**config.mk**
```make
export PLATFORM = sky130hd
export DESIGN_NAME = instr_fetch
export DESIGN_NICKNAME = d
export VERILOG_FILES = /design/src/rtl/mips_defines.sv /design/src/rtl/fetch_npc.sv /design/src/rtl/instr_fetch.sv
export SDC_FILE = /design/constraint.sdc
export NUM_CORES = 1
export LEC_CHECK = 0
export BUFFER_PORTS_ARGS = -buffer_cell sky130_fd_sc_hd__buf_2
export CAP_MARGIN = 30
export CELL_PAD_IN_SITES_DETAIL_PLACEMENT = 1
export CELL_PAD_IN_SITES_GLOBAL_PLACEMENT = 2
export CORE_UTILIZATION = 30
export DETAILED_ROUTE_END_ITERATION = 10
export PLACE_DENSITY = 0.83
export SYNTH_ARGS = -nofsm -noshare
export SYNTH_HDL_FRONTEND = slang
export SYNTH_SLANG_ARGS = --single-unit
```
**constraint.sdc**
```tcl
create_clock -name clk -period 4.1 [get_ports clk]
set_input_delay 0.41 -clock clk [delete_from_list [all_inputs] [get_ports clk]]
set_output_delay 0.41 -clock clk [all_outputs]
set_load 0.01 [all_outputs]
```
**src/rtl/mips_defines.sv**
```systemverilog
// Shared definitions for the MIPS pipeline front end: fetch FSM encoding,
// the NOP word used for bubbles and the default reset fetch address.
package mips_defines;

  typedef enum logic {
    S_FETCH = 1'b0,
    S_HOLD  = 1'b1
  } fetch_state_e;

  localparam logic [31:0] NOP_INSTR        = 32'h0000_0000;
  localparam logic [31:0] DEFAULT_RESET_PC = 32'h0000_0000;

endpackage

```
**src/rtl/fetch_npc.sv**
```systemverilog
// Redirect target computation for the instruction currently in ID:
// register jump, J-type pseudo-direct jump, or PC-relative branch.
module fetch_npc (
  input  logic [31:0] pc_id,
  input  logic [25:0] instr_id,
  input  logic [31:0] branch_pc,
  input  logic [31:0] jr_pc,
  input  logic        jump_target,
  input  logic        use_reg,
  output logic [31:0] tgt
);

  logic [31:0] pc_id_p4;

  // Targets are relative to the delay slot address; arithmetic wraps mod 2^32.
  assign pc_id_p4 = pc_id + 32'd4;

  always_comb begin
    if (use_reg) begin
      tgt = jr_pc;
    end else if (jump_target) begin
      tgt = {pc_id_p4[31:28], instr_id, 2'b00};
    end else begin
      tgt = pc_id_p4 + branch_pc;
    end
  end

endmodule

```
**src/rtl/instr_fetch.sv**
```systemverilog
// IF stage: owns the PC, the instruction-memory request and the IF/ID register.
// Optional performance counters are built when INSTR_FETCH_PERF_EN is defined.
module instr_fetch
  import mips_defines::*;
#(
  parameter logic [31:0] RESET_PC = DEFAULT_RESET_PC
) (
  input  logic        clk,
  input  logic        rst_n,
  input  logic        stall,
  input  logic        jump_branch,
  input  logic        jump_target,
  input  logic        use_reg,
  input  logic [31:0] jr_pc,
  input  logic [31:0] branch_pc,
  output logic        imem_req,
  output logic [31:0] imem_addr,
  input  logic [31:0] imem_rdata,
  input  logic        imem_valid,
  output logic [31:0] pc_id,
  output logic [31:0] instr_id,
  output logic        instr_valid_id,
  output logic [31:0] perf_wait_cnt,
  output logic [31:0] perf_bubble_cnt,
  output logic        state_dbg
);

  // Handshakes: imem_req/imem_addr stay asserted and stable in FETCH until the
  // one-cycle imem_valid strobe returns the word; ID takes IF/ID when ~stall.
  fetch_state_e state_q, state_d;
  logic [31:0]  pc_if_q, pc_if_d;
  logic         redir_pend_q, redir_pend_d;
  logic [31:0]  redir_pc_q, redir_pc_d;
  logic [31:0]  pc_id_q, pc_id_d;
  logic [31:0]  instr_id_q, instr_id_d;
  logic         valid_id_q, valid_id_d;
  logic [31:0]  buf_pc_q, buf_pc_d;
  logic [31:0]  buf_instr_q, buf_instr_d;
  logic         accept;
  logic         redir_now;
  logic [31:0]  tgt;

  assign accept    = ~stall;
  assign redir_now = valid_id_q & accept & (jump_branch | jump_target);

  fetch_npc u_npc (
    .pc_id       (pc_id_q),
    .instr_id    (instr_id_q[25:0]),
    .branch_pc   (branch_pc),
    .jr_pc       (jr_pc),
    .jump_target (jump_target),
    .use_reg     (use_reg),
    .tgt         (tgt)
  );

  always_comb begin
    state_d      = state_q;
    pc_if_d      = pc_if_q;
    redir_pend_d = redir_pend_q;
    redir_pc_d   = redir_pc_q;
    pc_id_d      = pc_id_q;
    instr_id_d   = instr_id_q;
    valid_id_d   = valid_id_q;
    buf_pc_d     = buf_pc_q;
    buf_instr_d  = buf_instr_q;
    imem_req     = 1'b0;
    case (state_q)
      S_FETCH: begin
        imem_req = 1'b1;
        if (imem_valid) begin
          pc_if_d      = redir_now ? tgt : redir_pend_q ? redir_pc_q : pc_if_q + 32'd4;
          redir_pend_d = 1'b0;
          if (accept) begin
            pc_id_d    = pc_if_q;
            instr_id_d = imem_rdata;
            valid_id_d = 1'b1;
          end else begin
            buf_pc_d    = pc_if_q;
            buf_instr_d = imem_rdata;
            state_d     = S_HOLD;
          end
        end else begin
          // Bubble keeps the old pc_id; only the word and valid bit change.
          if (accept) begin
            instr_id_d = NOP_INSTR;
            valid_id_d = 1'b0;
          end
          // The fetch still in flight is the delay slot; redirect after it lands.
          if (redir_now) begin
            redir_pend_d = 1'b1;
            redir_pc_d   = tgt;
          end
        end
      end
      S_HOLD: begin
        if (accept) begin
          pc_id_d    = buf_pc_q;
          instr_id_d = buf_instr_q;
          valid_id_d = 1'b1;
          state_d    = S_FETCH;
          if (redir_now) begin
            pc_if_d = tgt;
          end
        end
      end
      default: state_d = S_FETCH;
    endcase
  end

  always_ff @(posedge clk or negedge rst_n) begin
    if (!rst_n) begin
      state_q      <= S_FETCH;
      pc_if_q      <= RESET_PC;
      redir_pend_q <= 1'b0;
      redir_pc_q   <= 32'h0;
      pc_id_q      <= 32'h0;
      instr_id_q   <= NOP_INSTR;
      valid_id_q   <= 1'b0;
      buf_pc_q     <= 32'h0;
      buf_instr_q  <= 32'h0;
    end else begin
      state_q      <= state_d;
      pc_if_q      <= pc_if_d;
      redir_pend_q <= redir_pend_d;
      redir_pc_q   <= redir_pc_d;
      pc_id_q      <= pc_id_d;
      instr_id_q   <= instr_id_d;
      valid_id_q   <= valid_id_d;
      buf_pc_q     <= buf_pc_d;
      buf_instr_q  <= buf_instr_d;
    end
  end

  assign imem_addr      = pc_if_q;
  assign pc_id          = pc_id_q;
  assign instr_id       = instr_id_q;
  assign instr_valid_id = valid_id_q;
  assign state_dbg      = state_q;

`ifdef INSTR_FETCH_PERF_EN
  logic        fetch_wait;
  logic        load_bubble;
  logic [31:0] wait_cnt_q;
  logic [31:0] bubble_cnt_q;

  assign fetch_wait  = (state_q == S_FETCH) & ~imem_valid;
  assign load_bubble = fetch_wait & accept;

  always_ff @(posedge clk or negedge rst_n) begin
    if (!rst_n) begin
      wait_cnt_q   <= 32'h0;
      bubble_cnt_q <= 32'h0;
    end else begin
      if (fetch_wait)  wait_cnt_q   <= wait_cnt_q + 32'd1;
      if (load_bubble) bubble_cnt_q <= bubble_cnt_q + 32'd1;
    end
  end

  assign perf_wait_cnt   = wait_cnt_q;
  assign perf_bubble_cnt = bubble_cnt_q;
`else
  assign perf_wait_cnt   = 32'h0;
  assign perf_bubble_cnt = 32'h0;
`endif

  // The delay slot is never itself a redirect.
  redir_in_delay_slot: assert property (@(posedge clk) disable iff (!rst_n)
    !(redir_now && redir_pend_q));

endmodule

```
==> results.txt <==
Crit-path leading delay family -> compound AO/OA/AOI/OAI gates
Worst EP required -> 4.46 ns
CTS tree -> built
Final worst setup slack -> 0.286 ns
Biggest area consumer among synthesized cells -> dfrtp_1
Synth area leaders -> dfrtp_1 (40%), nand2_1 (6.4%), mux2_2 (6.0%), o21ai_0 (5.7%), ha_1 (4.0%)
Detailed-route DRC error count -> 0
Core area -> 0.0400 mm^2
WP data arrival -> 4.17 ns
Post-synth top area share -> 0.399
Critical Path Stages -> 15
Minimum clock period -> 3.81 ns
Die area -> 0.0416 mm^2
Setup TNS -> 0 ns
CP startpoint kind -> register
TritonCTS sink count -> 195
Total track usage -> 0.219
Synth Flop Type -> dfrtp_1
Met2 Routed Length -> 20.8 mm
R2r startpoint -> pc_id[2]
Max_slew headroom -> 0.400
Worst setup path end -> imem_addr[15]
Tightest Pin Transition -> 0.900 ns
Drt first pass iters -> 7
Synth-to-layout area growth -> 16.7%
Via density -> 5.25
Critical path, cell by cell -> buf_4 -> ha_1 -> and3_1 -> nand3_1 -> xnor2_1 -> ha_1 -> a21oi_1 -> nor2_1 -> a211o_1 -> a41o_1 -> a41oi_1 -> mux2i_1 -> o221ai_1 -> a22o_1 -> a221oi_1
Crit path buf inv count -> 1
Routed WL -> 45.1 mm
Async SR Flop Fraction -> 1.00
Pre-CTS setup slack -> 0.0419 ns
# port buffers -> 201
Vias -> 10.9k
Register area share after synthesis -> 0.399
Setup violations, final -> 0
Status -> complete, no violations
Total Power -> 0.00782 W
H-tree Lvls -> 4
Largest net degree at the start of global routing -> 104
GPL Wtd Cong -> 0.882
Clock latency on the worst-skew pair -> 0.46 ns
Final Util -> 0.357
First-pass GRT wire length -> 69.6 mm
Post-route met1 wirelength -> 21.4 mm
Crit path largest cell delay -> 0.39 ns
Filler Cell Count -> 4,767
Syn avg cell area -> 9.02 um^2
Post-CTS Setup Bufs -> 0
Initial cell density of the core -> 0.306
Max VDD drop -> 330 uV
Final net count -> 1,679
CTS Buffer Depth -> 2
Crit path kind -> reg2reg
Post-Layout Cell Count -> 2,077
Total grt overflow -> 0
Worst-case reg-to-reg path depth -> 15
Num CTS Buffers -> 17
Yosys cell types -> 78
Clk_skew -> 0.0133 ns
Top Layer Used -> met5
RSZ-0062 raised after global routing -> no
Initial antenna violation count -> 8
Count leader, synth -> nand2_1
Fmax -> 0.262 GHz
Yosys warns -> 0
FF+latch count, synth -> 195
# IOs -> 266
Mapped Cells -> 1,357
Die width -> 204 um
Post-DP HPWL -> 34.0 mm
WL/cell -> 21.7 um
Leakage power -> 6.52 nW
Die H -> 204 um
Crit path launch -> pc_id[2]
Synth Cell Area -> 0.0122 mm^2
R2r endpoint -> imem_addr[15]
CTS root buf -> clkbuf_16
Placed cell count -> 2,042
Core Rows -> 73
Setup slack, reg-to-reg -> 0.29 ns
Clock transition at path regs -> 0.08 ns
PwrDens -> 548 mW/mm^2
Routed wl met3 -> 2.21 mm
Max-cap violations -> 0
Post-route ant nets -> 0
Post-synth EDFFs -> 0
Crit-path max FO -> 7
Post-synth top cells -> nand2_1 (210), dfrtp_1 (195), o21ai_0 (140)
Share of layout cells above drive strength 1 -> 0.229
Period utilization -> 0.930
Critical path capture point type -> register
Final Hold Viols -> 0
Hold crit path type -> in2async
Vias in the first global route -> 11.3k
Slowest CP cell -> dfrtp_1
Initial drt markers -> 645
Most common cell on crit path -> ha_1
Pins Over Slew Limit -> 0
## layer usage
layer  global-route usage  up-vias
li1                     -     5081
met2                0.343      285
met4               0.0584       10
met1                0.310     5481
met5                    0        -
met3               0.0370       52
## report_power, final
part / switching, W / total, W / internal (W)
Combinational: 0.00179 / 0.00305 / 0.00126
Sequential: 0.000614 / 0.00305 / 0.00244
Clock: 0.000805 / 0.00172 / 0.000915
Total: 0.00321 / 0.00782 / 0.00461
## how the worst min path moves through the flow
stage                     cells past startpoint  slack, ns        endpoint
after floorplan                               0       0.11  buf_instr_q[0]
after global placement                        2       0.45  redir_pc_q[12]
after detailed placement                      2       0.47  redir_pc_q[12]
after CTS                                     1       0.09   redir_pc_q[0]
after global routing                          1       0.11     buf_pc_q[1]
final                                         1       0.03     buf_pc_q[1]
## cells in the final DEF, fill, tap and decap left out, types with 5 or more instances in the layout
cell type and n:
nor2b_1 6, nor3_1 20, a22o_1 6, mux2_2 65
conb_1 64, ha_1 39, mux2i_1 43, inv_1 17
o21ai_0 140, dfrtp_1 194, buf_4 36, nand4_1 15
o21ai_1 16, clkinv_4 5, a31oi_1 8, o21a_1 7
a22oi_1 40, clkinv_2 5, o22ai_1 7, nand3_1 34
xnor2_1 41, buf_2 200, o31ai_1 7, xor2_1 36
and3_1 20, nand2_1 209, a21o_1 16, a221oi_1 5
o211ai_1 14, a21oi_1 53, nor2_1 65, and4_1 5
clkbuf_16 17, o21bai_1 5
## cell type report
cell class | instances | area, um^2 | area share
clock buffers | 19 | 443 | 0.0310
well taps | 525 | 657 | 0.0460
flip-flops and latches | 195 | 4880 | 0.342
clock inverters | 13 | 136 | 0.00955
repair buffers | 237 | 1280 | 0.0900
multi-input cells | 1067 | 6800 | 0.476
diodes | 3 | 7.51 | 0.000526
inverters | 18 | 67.6 | 0.00473
## per-stage QoR
step | hold slack, ns | instance area, um^2
finish | 0.0346 | 14300
global route | 0.114 | 14300
CTS | 0.0898 | 14300
detailed placement | 0.469 | 13700
global placement | 0.454 | 13700
floorplan | 0.114 | 12500
## cell families (layout without fill, tap and decap cells)
logic type	count (synthesis)	after routing	synth area share
AND/OR/NAND/NOR	406	406	0.150
AO/OA/AOI/OAI	371	371	0.191
flip-flops	195	195	0.399
buffers and inverters	158	287	0.0682
multiplexers	109	109	0.0959
XOR/XNOR	77	77	0.0551
adder cells (fa/ha/maj)	40	40	0.0415
other	1	67	0.000306
## repair_timing
item | in CTS | in global routing
resized for setup | 0 | 5
setup endpoints to repair | 0 | 2
hold buffers | 0 | 0
## state kept, by name, summed over array words and instances (netlist names)
signal,count
buf_instr_q,32
buf_pc_q,32
imem_addr,32
instr_id,32
instr_valid_id,1
pc_id,32
redir_pc_q,32
redir_pend_q,1
state_dbg,1
## worst register-to-register path, delay by kind of cell (launching register included)
family	cells	cell delay [ns]
compound gates	7	1.80
fa+ha+maj	2	0.52
simple gates	3	0.41
flops	1	0.39
mux	1	0.31
buf+inv	1	0.16
xor+xnor	1	0.13
Note: power is estimated with default switching activity, not from simulation.
